`src/rtl/mult_pkg.sv`:
```
// Shared types and constants for the sequential multiplier.
// Holds the FSM state encoding, default width and counter sizing helper.
package mult_pkg;

  localparam int WIDTH = 32;

  typedef enum logic [1:0] {
    IDLE = 2'd0,
    RUN  = 2'd1,
    DONE = 2'd2
  } state_e;

  function automatic int cnt_w(input int w);
    return (w > 1) ? $clog2(w) : 1;
  endfunction

endpackage

```
`src/rtl/mult_step.sv`:
```
// One radix-2 shift-add iteration on a 2W-bit {acc, multiplier} register.
// Ports: pp_i current partial, mcand_i multiplicand magnitude, pp_o next partial.
module mult_step
  import mult_pkg::*;
#(
  parameter int W = WIDTH
) (
  input  logic [2*W-1:0] pp_i,
  input  logic [W-1:0]   mcand_i,
  output logic [2*W-1:0] pp_o
);

  logic [W:0] sum;

  // pp_i[0] is the multiplier bit under consideration; the
  // carry out of the add is kept and shifted into the top.
  always_comb begin
    sum = {1'b0, pp_i[2*W-1:W]};
    if (pp_i[0]) begin
      sum = sum + {1'b0, mcand_i};
    end
    pp_o = {sum, pp_i[W-1:1]};
  end

endmodule

```
`src/rtl/mult_seq.sv`:
```
// Sequential signed/unsigned multiplier, one shift-add step per cycle.
// Ports: clk, rst_n, start, is_signed, a, b in; busy, done, result, result_hi out.
module mult_seq
  import mult_pkg::*;
#(
  parameter int width = WIDTH
) (
  input  logic             clk,
  input  logic             rst_n,
  input  logic             start,
  input  logic             is_signed,
  input  logic [0:width-1] a,
  input  logic [0:width-1] b,
  output logic             busy,
  output logic             done,
  output logic [0:width-1] result,
  output logic [0:width-1] result_hi
);

  localparam int CW = cnt_w(width);
  localparam logic [CW-1:0] LAST = CW'(width - 1);

  state_e            state_q;
  logic [CW-1:0]     cnt_q;
  logic [width-1:0]  mcand_q;
  logic [2*width-1:0] pp_q;
  logic [2*width-1:0] pp_d;
  logic [2*width-1:0] prod_d;
  logic [2*width-1:0] res_q;
  logic              neg_q;
  logic              busy_q;
  logic              done_q;

  logic [width-1:0]  a_v;
  logic [width-1:0]  b_v;
  logic [width-1:0]  mag_a;
  logic [width-1:0]  mag_b;
  logic              neg_d;

  // Port bit 0 is the MSB, so a plain copy keeps numeric value.
  assign a_v = a;
  assign b_v = b;

  // Magnitudes fit in width bits unsigned, including |min int|.
  assign mag_a = (is_signed && a_v[width-1]) ? -a_v : a_v;
  assign mag_b = (is_signed && b_v[width-1]) ? -b_v : b_v;
  assign neg_d = is_signed && (a_v[width-1] ^ b_v[width-1]);

  mult_step #(
    .W(width)
  ) u_step (
    .pp_i   (pp_q),
    .mcand_i(mcand_q),
    .pp_o   (pp_d)
  );

  // Final sign fix applied to the last step's output directly,
  // so result lands on the same edge as the last iteration.
  assign prod_d = neg_q ? -pp_d : pp_d;

  always_ff @(posedge clk or negedge rst_n) begin
    if (!rst_n) begin
      state_q <= IDLE;
      cnt_q   <= '0;
      mcand_q <= '0;
      pp_q    <= '0;
      neg_q   <= 1'b0;
      busy_q  <= 1'b0;
      done_q  <= 1'b0;
      res_q   <= '0;
    end else begin
      unique case (state_q)
        IDLE, DONE: begin
          done_q <= 1'b0;
          if (start) begin
            state_q <= RUN;
            busy_q  <= 1'b1;
            cnt_q   <= '0;
            mcand_q <= mag_a;
            pp_q    <= {{width{1'b0}}, mag_b};
            neg_q   <= neg_d;
          end else begin
            state_q <= IDLE;
          end
        end
        RUN: begin
          pp_q  <= pp_d;
          cnt_q <= cnt_q + 1'b1;
          if (cnt_q == LAST) begin
            state_q <= DONE;
            busy_q  <= 1'b0;
            done_q  <= 1'b1;
            res_q   <= prod_d;
          end
        end
        default: state_q <= IDLE;
      endcase
    end
  end

  assign busy      = busy_q;
  assign done      = done_q;
  assign result    = res_q[width-1:0];
  assign result_hi = res_q[2*width-1:width];

endmodule

```
`config.mk`:
```
export PLATFORM = sky130hd
export DESIGN_NAME = mult_seq
export DESIGN_NICKNAME = d
export VERILOG_FILES = /design/src/rtl/mult_pkg.sv /design/src/rtl/mult_step.sv /design/src/rtl/mult_seq.sv
export SDC_FILE = /design/constraint.sdc
export NUM_CORES = 1
export LEC_CHECK = 0
export ABC_CLOCK_PERIOD_IN_PS = 7100
export BUFFER_PORTS_ARGS = -buffer_cell sky130_fd_sc_hd__buf_4
export CAP_MARGIN = 0
export CORE_UTILIZATION = 40
export DETAILED_ROUTE_END_ITERATION = 8
export PLACE_DENSITY_LB_ADDON = 0.2
export SYNTH_ARGS = -nofsm -noshare
export SYNTH_HDL_FRONTEND = slang
export SYNTH_SLANG_ARGS = --single-unit
```
`constraint.sdc`:
```
create_clock -name clk -period 7.1 [get_ports clk]
set_clock_uncertainty 0.1 [all_clocks]
set_input_delay 0.355 -clock clk [delete_from_list [all_inputs] [get_ports clk]]
set_output_delay 0.355 -clock clk [all_outputs]
set_load 0.05 [all_outputs]
```
==> metrics.md <==
| Metric | Value |
|---|---|
| Cell count after synthesis | `1357` |
| Vias in the first global route | `9973` |
| CP Class | `flip-flop to flip-flop` |
| Finished Core Util | `0.478` |
| Worst R2R Start | `mcand_q[0]` |
| Antenna-violating nets left | `0` |
| Num CTS Buffers | `17` |
| Area growth, synth to finish | `16.3%` |
| Switch share | `0.523` |
| Area of the die | `29500 µm²` |
| Critical path, cell by cell | `ha_1 > fa_1 > a211oi_2 > o21ai_1 > a211oi_1 > o21ai_0 > mux2i_1 > a211oi_1 > nand4b_1 > nor3b_1 > mux2i_1 > nand3_1` |
| Final routed DRC violation total | `0` |
| FFs w/ async S/R, synth | `1.00` |
| Final min period | `4.19 ns` |
| Setup_tns | `0 ns` |
| Synth Cell Area | `11500 µm²` |
| Largest net degree at the start of global routing | `106` |
| Slew headroom | `0.294` |
| WL per Instance | `18.0 µm` |
| VDD IR max | `0.268 mV` |
| Fmax | `0.239 GHz` |
| Most frequent cell after synthesis | `nand2_1` |
| Clk network pwr share | `0.125` |
| Placed cell areas | `12800 µm²` |
| Outcome | `completed` |
| CP max stage cell | `a211oi_1` |
| Worst Reg-to-Reg Cells | `12` |
| Post-synth top area share | `0.370` |
| Final wirelength | `33000 µm` |
| Power per cell area | `560 nW/µm²` |
| Largest cells by area after synthesis | `dfrtp_1 (37%), o21ai_0 (8.0%), nand2_1 (6.5%), xnor2_1 (4.7%), xor2_1 (4.7%)` |
| Starting Density | `0.411` |
| Antenna cells | `0` |
| Via density per instance | `5.74` |
| Placed cells | `1802` |
| Worst-skew pair later-pin latency | `0.45 ns` |
| Root buf cell | `clkbuf_16` |
| IO buf count | `133` |
| Die span in y | `172 µm` |
| Setup crit end kind | `flip-flop` |
| EDFF count, synth | `0` |
| CP peak stage delay | `0.70 ns` |
| Post-synthesis cell type count | `87` |
| CP Capture Point | `res_q[62]` |
| Clock Sinks | `170` |
| Max Cap Violations | `0` |
| Setup violations, final | `0` |
| Hold Vio Cnt, Final | `0` |
| Post-DP HPWL | `24000 µm` |
| Worst-margin pin slew | `1.06 ns` |
| Switch Pwr | `0.00392 W` |
| Yosys warns | `0` |
| Worst Path Arrival | `4.41 ns` |
| Post-CTS setup buffer count | `0` |
| Final non-filler cell total | `1835` |
| H-tree levels | `4` |
| Crit. Startpoint | `mcand_q[0]` |
| Sequential area share after synthesis | `0.370` |
| Total number of vias | `10.5k` |
| Final instance area | `13400 µm²` |
| RSZ-0062 raised after global routing | `false` |
| Tcrit/Tclk final | `0.590` |
| Final worst setup slack | `2.91 ns` |
| Worst-path clk slew | `0.07 ns` |
| RD Place Congestion | `0.911` |
| Core area | `28000 µm²` |
| Setup Slack @ Placement | `2.96 ns` |
| IO Count | `134` |
| Sequential Power Share | `0.248` |
| Nets | `1550` |
| Dominant cell type by area after synthesis | `dfrtp_1` |
| Total nets after synthesis | `1463` |
| Hold/Removal Path Class | `input pin to flip-flop` |
| Comb pwr share | `0.627` |
| Die width | `172 µm` |
| Share of layout cells above drive strength 1 | `0.149` |
| CTS max path bufs | `2` |
| Leak | `5.62 nW` |
| CP Launch Type | `flip-flop` |
| Std cell rows | `61` |
| First-pass GRT wire length | `53400 µm` |
| Critical Path RT | `7.32 ns` |
| TritonCTS clock tree | `built` |
| #FFs+latches synth | `170` |
| TritonRoute pass-1 iters | `5` |
| Initial antenna violation count | `1` |
| FF-to-FF setup slack | `2.91 ns` |
| Total internal power | `0.00358 W` |
| Overall Global Routing Usage | `0.231` |
| R2R Path End | `res_q[62]` |
| Synth top cells by count | `nand2_1 (198), o21ai_0 (184), dfrtp_1 (170), nor2_1 (74), a21oi_1 (65)` |
| Synth Flop Type | `dfrtp_1` |
| Crit-path max FO | `6` |
| Global route total overflow | `0` |
| Drt first-iter violations | `720` |
| Mean cell area of the mapped netlist | `8.48 µm²` |
| Slew Viols, Final | `0` |
[state kept, by name, indices dropped and copies added, names as in the netlist]
name and count:
busy 1, cnt_q 5, done 1, mcand_q 32, neg_q 1, pp_q 64, res_q 64, state_q 2
[cell families (layout without fill, tap and decap cells)]
kind of cell / count (synthesis) / after routing / synth area share
AOI/OAI and AO/OA: 456 / 456 / 0.256
xor gates and xnor gates: 124 / 124 / 0.0944
adders and majority gates: 38 / 38 / 0.0420
buffers and inverters: 100 / 200 / 0.0334
DFF: 170 / 170 / 0.370
muxes: 15 / 15 / 0.0135
and+or+nand+nor: 454 / 454 / 0.191
[layer usage]
layer / up-vias / share of wire / GRT usage
met1: 5047 / 0.47 / 0.316
met5: - / 0.00033 / 0
met4: 2 / 0.017 / 0.0718
met3: 42 / 0.051 / 0.0377
met2: 299 / 0.46 / 0.371
li1: 5139 / - / -
[stage by stage]
step	total power, W	hold WS (ns)
final	0.00750	0.0652
after CTS	0.00749	0.0564
after floorplan	0.00525	-0.0406
after global placement	0.00647	0.354
after detailed placement	0.00652	0.363
after global routing	0.00808	0.0682
[cell usage in the layout, fill, tap and decap left out, types with 10 or more instances in the layout]
cell type and n:
a21oi_1 65, a22o_1 12, a22oi_1 34, a31oi_1 10, and3_1 12, buf_4 143
clkbuf_16 17, dfrtp_1 169, ha_1 37, inv_1 21, mux2i_1 11, nand2_1 197
nand2b_1 12, nand3_1 25, nand4_1 14, nor2_1 73, nor3_1 33, nor4_1 14
o211ai_1 13, o21ai_0 184, o21ai_1 13, o31ai_1 19, o41ai_1 11, or3_1 17
xnor2_1 62, xor2_1 62
[timing repair]
item | CTS | global route
hold buffers | 1 | 0
endpoints found under the hold margin | 13 | 0
gates resized for setup | 0 | 0
[cell type report]
| type | instances | area, µm² |
|---|---|---|
| clock inverters | 14 | 144 |
| fillers | 2736 | 14600 |
| clock buffers | 18 | 439 |
| flip-flops and latches | 170 | 4260 |
| multi-input cells | 1087 | 6900 |
| inverters | 23 | 86.3 |
| well taps | 378 | 473 |
| repair buffers | 145 | 1090 |
[worst min path at each step]
stage	start	endpoint	slack, ns	depth (start not counted)
floorplan	rst_n	busy	-0.04	0
global placement	res_q[45]	res_q[45]	0.35	2
detailed placement	res_q[45]	res_q[45]	0.36	2
CTS	a[0]	mcand_q[31]	0.06	3
global route	a[0]	mcand_q[31]	0.07	3
finish	a[0]	mcand_q[31]	0.07	3
[power groups by stage]
stage | logic, W | clock network (W) | registers [W]
after floorplan | 0.00287 | 0 | 0.00237
after CTS | 0.00468 | 0.000959 | 0.00186
after global routing | 0.00517 | 0.000994 | 0.00192
after global placement | 0.00461 | 0 | 0.00186
final | 0.00470 | 0.000939 | 0.00186
after detailed placement | 0.00465 | 0 | 0.00187
[worst max-delay path: cells and delay by family (launching register included)]
kind,cells,cell delay [ns]
AO/OA/AOI/OAI,5,1.74
adder cells (fa/ha/maj),2,0.67
flip-flops,1,0.38
multiplexers,2,0.39
AND/OR/NAND/NOR,3,0.79
No activity file was read; power rests on OpenSTA's default activity.
